### src/rtl/ultrasonic_pkg.sv
// Shared constants, helper and alarm FSM encoding for the ultrasonic sensor blocks.
//   SPEED_OF_SOUND_M_PER_S : speed of sound used by the measurement stage
//   US_PER_CM_ROUND_TRIP   : echo time per centimetre of target distance
//   cycles_per_ms()        : converts a millisecond count into clock cycles
//   alarm_state_t          : proximity alarm FSM states
package ultrasonic_pkg;

    localparam int unsigned SPEED_OF_SOUND_M_PER_S = 343;
    localparam int unsigned US_PER_CM_ROUND_TRIP   = 58;

    typedef enum logic [1:0] {
        FAR       = 2'd0,
        NEAR_BEEP = 2'd1,
        NEAR_GAP  = 2'd2
    } alarm_state_t;

    function automatic int unsigned cycles_per_ms(input int unsigned clk_hz,
                                                  input int unsigned ms);
        return (clk_hz / 1000) * ms;
    endfunction

endpackage

### src/rtl/tone_generator.sv
// Square-wave tone source for the buzzer.
//   clk, reset : clock, asynchronous active-high reset
//   enable     : run the tone; when low the output is 0 and the phase restarts
//   tone       : registered square wave, toggles every half_period clocks, starts low
module tone_generator
    import ultrasonic_pkg::*;
#(
    parameter int unsigned half_period = 25000
) (
    input  logic clk,
    input  logic reset,
    input  logic enable,
    output logic tone
);

    localparam int unsigned CW = (half_period > 1) ? $clog2(half_period) : 1;
    localparam logic [CW-1:0] LAST = CW'(half_period - 1);

    logic [CW-1:0] count;

    // Half-period counter; disabling clears the phase so each beep starts low.
    always_ff @(posedge clk or posedge reset) begin
        if (reset) begin
            count <= '0;
            tone  <= 1'b0;
        end else if (!enable) begin
            count <= '0;
            tone  <= 1'b0;
        end else if (count == LAST) begin
            count <= '0;
            tone  <= ~tone;
        end else begin
            count <= count + CW'(1);
        end
    end

endmodule

### src/rtl/proximity_alarm.sv
// Parking-sensor alarm: moving average of sensor distances, hysteresis NEAR/FAR decision,
// and a beeping buzzer whose silent gaps scale with the averaged distance.
//   clk, reset        : clock, asynchronous active-high reset
//   trig              : sensor trigger; each rising edge takes one relative_distance sample
//   relative_distance : latest distance reading
//   avg_distance      : registered moving average (0 until the window is full)
//   avg_valid         : window holds 2**log2_window samples since reset
//   near              : alarm is in a NEAR state
//   buzzer            : tone during beeps, 0 otherwise
module proximity_alarm
    import ultrasonic_pkg::*;
#(
    parameter int unsigned clk_frequency           = 50000000,
    parameter int unsigned relative_distance_width = 8,
    parameter int unsigned log2_window             = 2,
    parameter int unsigned near_threshold          = 32,
    parameter int unsigned far_threshold           = 40,
    parameter int unsigned beep_in_milliseconds    = 50,
    parameter int unsigned gap_ms_per_unit         = 4,
    parameter int unsigned tone_frequency          = 2000
) (
    input  logic                               clk,
    input  logic                               reset,
    input  logic                               trig,
    input  logic [relative_distance_width-1:0] relative_distance,
    output logic [relative_distance_width-1:0] avg_distance,
    output logic                               avg_valid,
    output logic                               near,
    output logic                               buzzer
);

    localparam int unsigned RDW         = relative_distance_width;
    localparam int unsigned L           = log2_window;
    localparam int unsigned N           = 2 ** L;
    localparam int unsigned SW          = RDW + L;
    localparam int unsigned FW          = L + 1;
    localparam int unsigned BEEP_CYCLES = cycles_per_ms(clk_frequency, beep_in_milliseconds);
    localparam int unsigned GAP_CPU     = cycles_per_ms(clk_frequency, gap_ms_per_unit);
    localparam int unsigned TONE_HALF   = clk_frequency / (2 * tone_frequency);
    localparam int unsigned BW          = $clog2(BEEP_CYCLES + 1);
    localparam int unsigned GW          = $clog2((2 ** RDW - 1) * GAP_CPU + 1);

    localparam logic [FW-1:0]  FILL_FULL = FW'(N);
    localparam logic [RDW-1:0] NEAR_TH   = RDW'(near_threshold);
    localparam logic [RDW-1:0] FAR_TH    = RDW'(far_threshold);
    localparam logic [BW-1:0]  BEEP_LAST = BW'(BEEP_CYCLES - 1);
    localparam logic [GW-1:0]  GAP_CPU_W = GW'(GAP_CPU);

    // ---------------- moving average ----------------
    logic           prev_trig;
    logic           strobe;
    logic [RDW-1:0] window [N];
    logic [L-1:0]   wr_ptr;
    logic [SW-1:0]  sum;
    logic [FW-1:0]  fill;
    logic [RDW-1:0] oldest;

    assign strobe = trig & ~prev_trig;
    // Slots not yet written contribute nothing while the window fills.
    assign oldest = (fill == FILL_FULL) ? window[wr_ptr] : '0;

    // Running sum over a circular buffer; the average follows one cycle later.
    always_ff @(posedge clk or posedge reset) begin
        if (reset) begin
            prev_trig    <= 1'b0;
            wr_ptr       <= '0;
            sum          <= '0;
            fill         <= '0;
            avg_distance <= '0;
            avg_valid    <= 1'b0;
            for (int unsigned i = 0; i < N; i++) begin
                window[i] <= '0;
            end
        end else begin
            prev_trig <= trig;
            if (strobe) begin
                window[wr_ptr] <= relative_distance;
                wr_ptr         <= wr_ptr + L'(1);
                sum            <= sum + SW'(relative_distance) - SW'(oldest);
                if (fill != FILL_FULL) begin
                    fill <= fill + FW'(1);
                end
            end
            avg_valid    <= (fill == FILL_FULL);
            avg_distance <= (fill == FILL_FULL) ? RDW'(sum >> L) : '0;
        end
    end

    // ---------------- alarm FSM ----------------
    alarm_state_t  state;
    logic [BW-1:0] beep_cnt;
    logic [GW-1:0] gap_cnt;
    logic [GW-1:0] gap_len;
    logic [GW-1:0] next_gap;
    logic          tone_en;

    assign next_gap = GW'(avg_distance) * GAP_CPU_W;
    assign tone_en  = (state == NEAR_BEEP);

    // Hysteresis decision plus beep/gap sequencing; far exit has priority over timers.
    always_ff @(posedge clk or posedge reset) begin
        if (reset) begin
            state    <= FAR;
            near     <= 1'b0;
            beep_cnt <= '0;
            gap_cnt  <= '0;
            gap_len  <= '0;
        end else if (state != FAR && avg_distance >= FAR_TH) begin
            state    <= FAR;
            near     <= 1'b0;
            beep_cnt <= '0;
            gap_cnt  <= '0;
        end else begin
            case (state)
                FAR: begin
                    if (avg_valid && avg_distance < NEAR_TH) begin
                        state    <= NEAR_BEEP;
                        near     <= 1'b1;
                        beep_cnt <= '0;
                        gap_cnt  <= '0;
                    end
                end
                NEAR_BEEP: begin
                    if (beep_cnt == BEEP_LAST) begin
                        beep_cnt <= '0;
                        // Zero-length gap means the tone simply continues.
                        if (next_gap != '0) begin
                            state   <= NEAR_GAP;
                            gap_len <= next_gap;
                            gap_cnt <= '0;
                        end
                    end else begin
                        beep_cnt <= beep_cnt + BW'(1);
                    end
                end
                NEAR_GAP: begin
                    if (gap_cnt == gap_len - GW'(1)) begin
                        state    <= NEAR_BEEP;
                        gap_cnt  <= '0;
                        beep_cnt <= '0;
                    end else begin
                        gap_cnt <= gap_cnt + GW'(1);
                    end
                end
                default: begin
                    state <= FAR;
                    near  <= 1'b0;
                end
            endcase
        end
    end

    tone_generator #(
        .half_period (TONE_HALF)
    ) u_tone (
        .clk    (clk),
        .reset  (reset),
        .enable (tone_en),
        .tone   (buzzer)
    );

endmodule

### config.mk
export PLATFORM = sky130hd
export DESIGN_NAME = proximity_alarm
export DESIGN_NICKNAME = d
export VERILOG_FILES = /design/src/rtl/ultrasonic_pkg.sv /design/src/rtl/tone_generator.sv /design/src/rtl/proximity_alarm.sv
export SDC_FILE = /design/constraint.sdc
export NUM_CORES = 1
export LEC_CHECK = 0
export CAP_MARGIN = 25
export CORE_ASPECT_RATIO = 1.25
export CORE_MARGIN = 2
export CORE_UTILIZATION = 65
export CTS_CLUSTER_SIZE = 12
export DETAILED_ROUTE_END_ITERATION = 6
export HOLD_SLACK_MARGIN = 0.08
export PLACE_DENSITY = 0.92
export SLEW_MARGIN = 0
export SYNTH_ARGS = -nofsm -noshare
export SYNTH_HDL_FRONTEND = slang
export SYNTH_SLANG_ARGS = --single-unit
export TNS_END_PERCENT = 5
### constraint.sdc
create_clock -name clk -period 9.06 [get_ports clk]
set_input_delay 1.812 -clock clk [delete_from_list [all_inputs] [get_ports clk]]
set_output_delay 1.812 -clock clk [all_outputs]
set_load 0.01 [all_outputs]
==> impl_metrics.csv, run 1 <==
group,metric,value,unit
synthesis,yosysWarnings,0,
die,die_h,142,µm
die,die-area,16300,µm²
die,initial_core_util,0.664,
global_routing,grt_use_total,0.307,
timing,timing.final.ws_setup,2.75,ns
route,ant_nets,0,
synthesis,ys_seq_area_frac,0.360,
run_status,status,"finished, violations left",
cts,cts.sinks,143,
global_routing,grt_max_degree,79,
layout,diodes,0,
placed_design,port_buffers,21,
global_routing,overflow,0,
synthesis,ys_ff_latch,143,
cts,cts_resized,0,
pwr,peakVddDrop,0.269,mV
worst_setup_path,crit_path_start_kind,"flip-flop",
die,core,15000,µm²
route,drc,4,
cts,clockBufferDepth,2,
timing,fin_tns_setup,0,ns
worst_setup_path,rr_endpoint,"gap_cnt[15]$_DFFE_PP0P_",
global_routing,grt_first_pass_wirelength,39600,µm
timing,drv_slew,0,
synthesis,synth-edff-count,0,
cts,postCtsHoldBufs,0,
synthesis,syn_area,9930,µm²
timing,holdWs,0.468,ns
timing,slew-limit-headroom,0.384,
timing,skew,0.00883,ns
timing,min_period,6.31,ns
pwr,fin_total_pwr,2.94,mW
die,placementRows,50,
synthesis,synth-main-ff-cell,"dfrtp_1",
worst_setup_path,crit_fanout,35,
pwr,power_per_cell_area,271,nW/µm²
route,wl,23500,µm
worst_setup_path,worst_ep_required_time,9.34,ns
run_status,violations,"design-rule violations",
placed_design,place_congestion,0.862,
layout,drive_gt1_frac,0.0725,
layout,utilization,0.726,
synthesis,postSynthCellCount,1076,
synthesis,avgSynthCellArea,9.23,µm²
worst_hold_path,whs_endpoint,"u_tone.count[0]$_DFF_PP0_",
synthesis,syn-num-nets,1187,
cts,h-tree-depth,4,
worst_setup_path,reg2reg_from,"avg_distance[3]$_DFF_PP0_",
global_routing,antenna_found_initial,0,
cts,insertion_delay,0.44,ns
worst_hold_path,hp-start,"u_tone.count[0]$_DFF_PP0_",
cts,cts_tree,"yes",
die,dieWidth,115,µm
worst_setup_path,r2r_slack,2.75,ns
timing,hold_viol_final,0,
worst_setup_path,cp_data_arrival_time,6.59,ns
global_routing,grt_pass1_vias,8320,
synthesis,synthTopCellsByArea,"dfrtp_1 (36%), ha_1 (10%), o21ai_0 (4.4%)",
route,viasPerCell,6.61,
pwr,leakagePower,5.15,nW
worst_setup_path,endpoint_kind,"flip-flop",
route,drtIter0Drc,626,
worst_hold_path,worstHoldPathType,"flip-flop to flip-flop",
worst_hold_path,hold_depth,1,
flow_run,maxCapViolations,0,
route,drt_pass1_iterations,7,
layout,area_growth_syn_to_layout,9.34,%
layout,fin_nets,1188,
synthesis,yosys.area.top_type,"dfrtp_1",
synthesis,ys_types,63,
cts,root_buffer,"clkbuf_16",
cts,numCtsBuffers,17,
timing,setup_violations,0,
timing,worst_slew_pin_slew,0.924,ns
placed_design,dp_hpwl,16100,µm
synthesis,async_reset_ff_frac,1.00,
cts,cts_setup_buffers,0,
worst_setup_path,critical_path_class,"flip-flop to flip-flop",
placed_design,place_ws,3.18,ns
timing,rsz0062_at_grt,"false",
timing,clock.fmax,158,MHz
timing,min_period_over_period,0.697,
worst_setup_path,worstRegToRegCells,17,
synthesis,yosys.area.top_type_share,0.360,
die,io_pins,22,
route,wl_per_cell,18.5,µm
cts,cts.clk_slew.worst_paths,0.07,ns
route,vias,8406,
-- cells in the mapped netlist, types with 11 or more instances --
cell,instances
dfrtp_1,143
inv_1,90
nand2_1,89
o21ai_0,88
ha_1,80
nor2_1,71
o31ai_1,39
a21oi_1,38
clkbuf_1,34
nand3_1,33
xor2_1,28
xnor2_1,27
fa_1,20
mux2_2,20
nand4_1,20
nor3_1,19
and2_1,17
nand2b_1,17
nor2b_1,17
a21o_1,15
and3_1,15
a31oi_1,13
nor4_1,13
or3_1,11
-- cells in the final DEF (no fill, tap or decap), types with 13 or more instances in the layout --
cell type and count:
o21ai_0 88, ha_1 80, nor4_1 13, and3_1 15
nor2b_1 17, nand3_1 33, nand4_1 20, o31ai_1 39
fa_1 20, and2_1 17, dfrtp_1 143, nand2b_1 17
nand2_1 89, xnor2_1 27, a21o_1 15, mux2_2 20
inv_1 89, a21oi_1 38, clkbuf_16 17, nor3_1 18
clkdlybuf4s50_1 21, xor2_1 28, nor2_1 71, a31oi_1 13
-- power by group --
| group | internal [mW] | total (mW) | switching, mW |
|---|---|---|---|
| registers | 0.767 | 0.884 | 0.117 |
| logic | 0.539 | 1.34 | 0.804 |
| clock network | 0.374 | 0.712 | 0.338 |
-- critical path, stage by stage (launching register included) --
cell      delay [ns]
dfrtp_1         0.46
ha_1            0.35
inv_1           0.10
fa_1            0.45
fa_1            0.56
inv_1           0.07
ha_1            0.32
ha_1            0.41
nand2_1         0.11
a211oi_1        0.73
o21ai_0         0.37
a31oi_1         0.31
a311oi_1        0.13
or3_1           0.46
nor3_2          0.13
buf_4           0.35
or3_1           0.61
o21ai_0         0.22
-- sequential cells by signal (all words and copies together), names as in the netlist --
signal	cells
u_tone.tone	1
window	32
near	1
gap_cnt	26
gap_len	20
prev_trig	1
sum	10
fill	3
avg_valid	1
wr_ptr	2
avg_distance	8
state	2
beep_cnt	22
u_tone.count	14
-- worst max path at each step --
stage	startpoint	slack (ns)	end
final	avg_distance[3]$_DFF_PP0_	2.75	gap_cnt[15]$_DFFE_PP0P_
after global routing	avg_distance[3]$_DFF_PP0_	2.62	gap_cnt[15]$_DFFE_PP0P_
after CTS	avg_distance[3]$_DFF_PP0_	3.04	gap_cnt[15]$_DFFE_PP0P_
after detailed placement	avg_distance[3]$_DFF_PP0_	3.18	gap_cnt[5]$_DFFE_PP0P_
after global placement	avg_distance[3]$_DFF_PP0_	3.53	gap_cnt[5]$_DFFE_PP0P_
after floorplan	reset	3.41	avg_distance[0]$_DFF_PP0_
-- kinds of logic (layout without fill, tap and decap cells) --
kind of cell    Yosys count  count (layout)  synth area share
buf+inv                 136             150            0.0551
xor+xnor                 55              55            0.0485
fa+ha+maj               100             100             0.141
flops                   143             143             0.360
compound gates          241             241             0.153
mux                      38              38            0.0509
simple gates            363             363             0.191
-- metrics by stage --
step / instances / instance area (µm²)
after floorplan: 1076 / 9930
after global placement: 1237 / 10200
after detailed placement: 1237 / 10200
after CTS: 1269 / 10800
after global routing: 1272 / 10900
final: 1272 / 10900
-- layout make-up --
type | instances | area [µm²]
multi-input cells | 797 | 5810
fillers | 976 | 4100
flip-flops and latches | 143 | 3580
clock buffers | 17 | 425
inverters | 90 | 343
repair buffers | 28 | 288
well taps | 182 | 228
clock inverters | 15 | 185
-- per-layer routing --
layer	GRT usage	part of all wire
met2	0.530	0.51
met5	0	0
met1	0.357	0.38
met4	0.166	0.055
met3	0.0605	0.057
Note: power is estimated with default switching activity, not from simulation.
==> inputs of run 2 (changes only) <==
CORE_UTILIZATION = 64   (was 65)
PLACE_DENSITY = 0.91   (was 0.92)
clock period = 6.2 ns   (was 9.06 ns; I/O delays follow)
==> run 2 against run 1 <==
The run now ends clean. Sequential share of layout area decreased by 0.094 points. Maximum frequency increased by 13%. Global-route usage decreased by 0.66 points. Cell area increased by 0.29%. Routed wire length decreased by 0.50%. Cell count increased by 2.0%. Largest cell class unchanged. Highest routed layer unchanged.
==> impl_metrics.csv, run 2 (synthesized netlist as in run 1, its figures left out) <==
group,metric,value,unit
worst_setup_path,rr_endpoint,"gap_cnt[10]$_DFFE_PP0P_",
cts,clockBufferDepth,2,
cts,root_buffer,"clkbuf_16",
die,placementRows,50,
layout,fin_area,10900,µm²
route,wl,23400,µm
timing,rsz0062_at_grt,"false",
timing,worst_slew_pin_slew,0.965,ns
layout,area_growth_syn_to_layout,9.65,%
worst_setup_path,worstRegToRegCells,16,
timing,holdWs,0.460,ns
timing,skew,0.0113,ns
timing,min_period_over_period,0.901,
worst_setup_path,cp_data_arrival_time,5.87,ns
layout,fin_nets,1188,
global_routing,antenna_found_initial,0,
layout,utilization,0.722,
die,die-area,16500,µm²
worst_setup_path,critPathMaxStageDelay,0.59,ns
timing,min_period,5.58,ns
die,initial_core_util,0.659,
route,wl_per_cell,18.0,µm
timing,setup_violations,0,
timing,fin_tns_setup,0,ns
worst_setup_path,crit_start,"avg_distance[3]$_DFF_PP0_",
worst_setup_path,critical_path_class,"flip-flop to flip-flop",
route,route.met3.wl,1200,µm
cts,cts_setup_buffers,0,
pwr,leakagePower,5.15,nW
worst_hold_path,worstHoldPathType,"flip-flop to flip-flop",
cts,postCtsHoldBufs,0,
die,io_pins,22,
route,viasPerCell,6.40,
placed_design,place_area,10200,µm²
cts,cts.sinks,143,
global_routing,grt_use_total,0.300,
route,vias,8310,
placed_design,dp_hpwl,16400,µm
worst_setup_path,cp_slowest_cell,"or4_1",
cts,numCtsBuffers,17,
route,ant_nets,0,
global_routing,grt_max_degree,111,
route,wl_met2,12000,µm
worst_setup_path,worst_ep_required_time,6.49,ns
placed_design,place_ws,0.814,ns
worst_setup_path,cp-endpoint,"gap_cnt[10]$_DFFE_PP0P_",
layout,regMostFlops,"window",
worst_setup_path,crit_path_start_kind,"flip-flop",
layout,seq_area,3580,µm²
global_routing,grt_pass1_vias,8128,
route,topRoutingLayerUsed,"met4",
worst_setup_path,crit_fanout,19,
layout,final_common_cell,"dfrtp_1",
layout,largest_reg_flops,32,
timing,slew-limit-headroom,0.357,
route,drt_pass1_iterations,6,
placed_design,port_buffers,21,
worst_setup_path,endpoint_kind,"flip-flop",
cts,h-tree-depth,4,
global_routing,grt_first_pass_wirelength,39300,µm
route,wl_met1,9230,µm
timing,drv_slew,0,
worst_setup_path,crit_path_frequent_cell,"ha_1",
timing,clock.fmax,179,MHz
pwr,fin_total_pwr,4.29,mW
layout,diodes,0,
run_status,status,"finished, final reports clean",
layout,drive_gt1_frac,0.0725,
die,dieWidth,115,µm
placed_design,place_congestion,0.960,
cts,cts_resized,0,
route,drtIter0Drc,800,
layout,reg.largest.list,"window: 32 flops, gap_cnt: 26 flops, beep_cnt: 22 flops",
die,core,15100,µm²
layout,multi_input_area,5810,µm²
worst_setup_path,reg2reg_from,"avg_distance[3]$_DFF_PP0_",
placed_design,placed_cells,1265,
cts,cts.clk_slew.worst_paths,0.07,ns
layout,fillerInstances,998,
layout,stdcell_count,1298,
worst_setup_path,path_cells,"ha_1 > inv_1 > fa_1 > fa_1 > inv_1 > ha_1 > ha_1 > a21oi_1 > nand2_1 > o21ai_0 > nand2_1 > xor2_1 > or4_1 > nor3_2 > or3_1 > o21ai_0",
die,die_h,143,µm
pwr,power_per_cell_area,394,nW/µm²
worst_setup_path,r2r_slack,0.62,ns
cts,insertion_delay,0.44,ns
route,drc,0,
timing,hold_viol_final,0,
global_routing,overflow,0,
layout,most-common-layout-cells,"dfrtp_1 (143), nand2_1 (89), inv_1 (89), o21ai_0 (88), ha_1 (80)",
flow_run,maxCapViolations,0,
timing,timing.final.ws_setup,0.616,ns
pwr,peakVddDrop,0.350,mV
cts,cts_tree,"yes",
## run 2: worst min-delay path by stage
stage | startpoint | endpoint | slack, ns | cells past startpoint
6_report | u_tone.count[0]$_DFF_PP0_ | u_tone.count[0]$_DFF_PP0_ | 0.46 | 1
5_1_grt | u_tone.count[0]$_DFF_PP0_ | u_tone.count[0]$_DFF_PP0_ | 0.48 | 1
4_1_cts | u_tone.count[0]$_DFF_PP0_ | u_tone.count[0]$_DFF_PP0_ | 0.47 | 1
3_5_place_dp | sum[9]$_DFFE_PP0P_ | sum[9]$_DFFE_PP0P_ | 0.46 | 1
3_3_place_gp | u_tone.count[0]$_DFF_PP0_ | u_tone.count[0]$_DFF_PP0_ | 0.44 | 1
2_1_floorplan | u_tone.count[0]$_DFF_PP0_ | u_tone.count[0]$_DFF_PP0_ | 0.42 | 1
## run 2: where the power goes
group / switching (mW) / internal (mW) / leakage (nW) / total [mW]
combinational: 1.17 / 0.785 / 2.95 / 1.96
clock: 0.495 / 0.548 / 0.298 / 1.04
sequential: 0.171 / 1.12 / 1.91 / 1.29
total: 1.84 / 2.45 / 5.15 / 4.29
## run 2: area by class of cell
cell class	instances	share of cell area
Multi-Input combinational cell	797	0.534
Clock inverter	15	0.0176
Timing Repair Buffer	28	0.0257
Tap cell	208	0.0239
Sequential cell	143	0.329
Inverter	90	0.0315
Clock buffer	17	0.0391
## run 2: critical path: cells and delay by family, from the launching register on
kind	cells	cell delay (ns)
fa+ha+maj	5	2.04
simple gates	5	1.71
compound gates	3	0.92
flops	1	0.46
xor+xnor	1	0.19
buf+inv	2	0.11
## run 2: metal layers
| metal | GRT usage | vias up |
|---|---|---|
| met4 | 0.154 | 0 |
| met5 | 0 | - |
| met2 | 0.511 | 343 |
| li1 | - | 3839 |
| met3 | 0.0505 | 90 |
| met1 | 0.365 | 4038 |
==> inputs of run 3 (changes only) <==
CORE_UTILIZATION = 65   (was 64)
PLACE_DENSITY = 0.92   (was 0.91)
SKIP_LAST_GASP = 1   (was default)
SYNTH_HIERARCHICAL = 1   (was default)
clock period = 6.5 ns   (was 6.2 ns; I/O delays follow)
==> run 3 against run 2 <==
Sequential power is 3% lower. Clock power decreased by 9%. Register-to-register slack lost 0.08 ns. The flow now finishes with violations (design-rule violations). Cell count is 5.7% lower. Critical path type unchanged. Synthesized area fell by 2.5%. Synthesized cell count fell by 4.4%. Critical endpoint is now gap_cnt[25]$_DFFE_PP0P_. Power down 3.0%.
==> impl_metrics.csv, run 3 <==
group,metric,value,unit
timing,hold_viol_final,0,
worst_setup_path,r2r_slack,0.53,ns
synthesis,synth-edff-count,0,
worst_hold_path,worstHoldPathType,"flip-flop to flip-flop",
die,die-area,15900,µm²
timing,min_period_over_period,0.918,
layout,largest_reg_flops,32,
placed_design,port_buffers,21,
pwr,power_frac_seq,0.299,
global_routing,overflow,0,
cts,cts_tree,"yes",
cts,postCtsHoldBufs,0,
global_routing,grt_first_pass_wirelength,39000,µm
worst_setup_path,critPathMaxStageDelay,0.73,ns
cts,cts_setup_buffers,0,
placed_design,dp_hpwl,15500,µm
synthesis,syn-num-nets,1140,
placed_design,place_congestion,0.884,
run_status,status,"finished, violations left",
synthesis,synth-main-ff-cell,"dfrtp_1",
worst_setup_path,cp.depth,16,
synthesis,ys_ff_latch,143,
timing,clock.fmax,168,MHz
pwr,leakagePower,5.13,nW
synthesis,synthTopCellsByCount,"dfrtp_1 (143), nand2_1 (94), inv_1 (83)",
timing,fin_tns_setup,0,ns
timing,rsz0062_at_grt,"false",
pwr,peakVddDrop,0.281,mV
route,wl_per_cell,18.7,µm
worst_setup_path,critPathTopFamily,"adder cells",
worst_setup_path,worst_ep_required_time,6.85,ns
pwr,switchingPower,1.78,mW
synthesis,ys_seq_area_frac,0.370,
synthesis,synth_most_common_cell,"dfrtp_1",
worst_setup_path,path_cells,"ha_1 > fa_1 > inv_1 > fa_1 > inv_1 > ha_1 > ha_1 > o211ai_1 > o21ai_0 > o211a_1 > o221ai_1 > xnor2_1 > nor4b_1 > and2_0 > o31ai_1 > a21oi_1",
worst_setup_path,worstRegToRegCells,16,
route,drt_pass1_iterations,7,
timing,drv_slew,0,
die,initial_core_util,0.669,
worst_setup_path,reg2reg_from,"avg_distance[3]$_DFF_PP0_",
timing,worst_slew_pin_slew,0.931,ns
cts,h-tree-depth,4,
route,drc,1,
cts,cts.sinks,143,
pwr,clkPwrFrac,0.227,
cts,insertion_delay,0.44,ns
pwr,fin_total_pwr,4.17,mW
layout,fin_nets,1145,
cts,cts.clk_slew.worst_paths,0.06,ns
die,placementRows,49,
die,core,14500,µm²
global_routing,grt_max_degree,72,
global_routing,antenna_found_initial,0,
synthesis,avgSynthCellArea,9.41,µm²
worst_setup_path,path_buf_inv,2,
layout,stdcell_count,1224,
flow_run,maxCapViolations,0,
layout,drive_gt1_frac,0.0746,
route,ant_nets,0,
worst_setup_path,cp-endpoint,"gap_cnt[25]$_DFFE_PP0P_",
layout,area_growth_syn_to_layout,8.97,%
die,io_pins,22,
pwr,power.internal,2.39,mW
layout,reg.largest.list,"window: 32 flops, gap_cnt: 26 flops, beep_cnt: 22 flops",
route,drtIter0Drc,656,
pwr,p_sw_frac,0.427,
worst_setup_path,rr_endpoint,"gap_cnt[25]$_DFFE_PP0P_",
layout,regMostFlops,"window",
pwr,power_per_cell_area,395,nW/µm²
layout,final_common_cell,"dfrtp_1",
placed_design,placed_cells,1192,
die,die_h,140,µm
layout,fillerInstances,938,
layout,utilization,0.729,
cts,clockBufferDepth,2,
synthesis,postSynthCellCount,1029,
worst_setup_path,crit_start,"avg_distance[3]$_DFF_PP0_",
cts,cts_resized,0,
worst_setup_path,crit_path_frequent_cell,"ha_1",
timing,setup_violations,0,
synthesis,yosys.area.top_type_share,0.370,
synthesis,async_reset_ff_frac,1.00,
worst_setup_path,endpoint_kind,"flip-flop",
worst_setup_path,critical_path_class,"flip-flop to flip-flop",
synthesis,ys_types,74,
pwr,power_frac_comb,0.474,
route,vias,7991,
worst_setup_path,cp_data_arrival_time,6.32,ns
route,wl,22900,µm
synthesis,yosysWarnings,6,
synthesis,syn_area,9680,µm²
cts,numCtsBuffers,17,
timing,slew-limit-headroom,0.378,
timing,skew,0.0136,ns
timing,min_period,5.97,ns
synthesis,synthTopCellsByArea,"dfrtp_1 (37%), ha_1 (10%), fa_1 (4.1%)",
layout,diodes,0,
worst_setup_path,cp_slowest_cell,"and2_0",
cts,root_buffer,"clkbuf_16",
global_routing,grt_pass1_vias,8178,
route,viasPerCell,6.53,
global_routing,grt_use_total,0.304,
run_status,violations,"design-rule violations",
layout,most-common-layout-cells,"dfrtp_1 (143), nand2_1 (94), inv_1 (82), o21ai_0 (80), ha_1 (80)",
synthesis,yosys.area.top_type,"dfrtp_1",
die,dieWidth,113,µm
worst_setup_path,crit_fanout,17,
worst_setup_path,crit_path_start_kind,"flip-flop",
## run 3: how the worst min path moves through the flow
stage | slack (ns) | from | depth (start not counted) | endpoint
6_report | 0.46 | u_tone/count[0]$_DFF_PP0_ | 1 | u_tone/count[0]$_DFF_PP0_
5_1_grt | 0.47 | u_tone/count[0]$_DFF_PP0_ | 1 | u_tone/count[0]$_DFF_PP0_
4_1_cts | 0.46 | u_tone/count[0]$_DFF_PP0_ | 1 | u_tone/count[0]$_DFF_PP0_
3_5_place_dp | 0.44 | u_tone/count[0]$_DFF_PP0_ | 1 | u_tone/count[0]$_DFF_PP0_
3_3_place_gp | 0.44 | u_tone/count[0]$_DFF_PP0_ | 1 | u_tone/count[0]$_DFF_PP0_
2_1_floorplan | 0.42 | u_tone/count[0]$_DFF_PP0_ | 1 | u_tone/count[0]$_DFF_PP0_
## run 3: stage by stage
stage / cell area [µm²] / worst slack (ns) / hold WS, ns
floorplan: 9680 / 1.50 / 0.423
global placement: 9970 / 1.12 / 0.443
detailed placement: 9970 / 0.755 / 0.444
CTS: 10500 / 0.620 / 0.459
global route: 10600 / 0.142 / 0.475
finish: 10600 / 0.532 / 0.459
## run 3: power by group through the flow
stage	Combinational, mW	Sequential, mW	Clock [mW]
global route	2.19	1.27	0.984
global placement	1.78	1.24	0
floorplan	1.46	1.19	0
CTS	1.95	1.24	0.948
finish	1.97	1.25	0.944
detailed placement	1.88	1.25	0
## run 3: layout make-up
| class | count | area, µm² | share of cell area |
|---|---|---|---|
| Clock buffer | 20 | 457 | 0.0433 |
| Timing Repair Buffer | 25 | 248 | 0.0235 |
| Multi-Input combinational cell | 764 | 5620 | 0.533 |
| Tap cell | 178 | 223 | 0.0211 |
| Clock inverter | 11 | 108 | 0.0102 |
| Sequential cell | 143 | 3580 | 0.339 |
| Inverter | 83 | 314 | 0.0298 |
## run 3: cell families after synthesis
logic type / count (synthesis) / share of synthesized area
AO/OA/AOI/OAI: 218 / 0.135
XOR/XNOR: 67 / 0.0606
adder cells (fa/ha/maj): 100 / 0.145
buffers and inverters: 122 / 0.0500
flip-flops: 143 / 0.370
multiplexers: 31 / 0.0451
AND/OR/NAND/NOR: 348 / 0.195
## run 3: metal layers
metal  GRT usage  share of wire
met2       0.538           0.53
met5           0              0
met3      0.0593          0.050
met4       0.158          0.046
met1       0.347           0.38
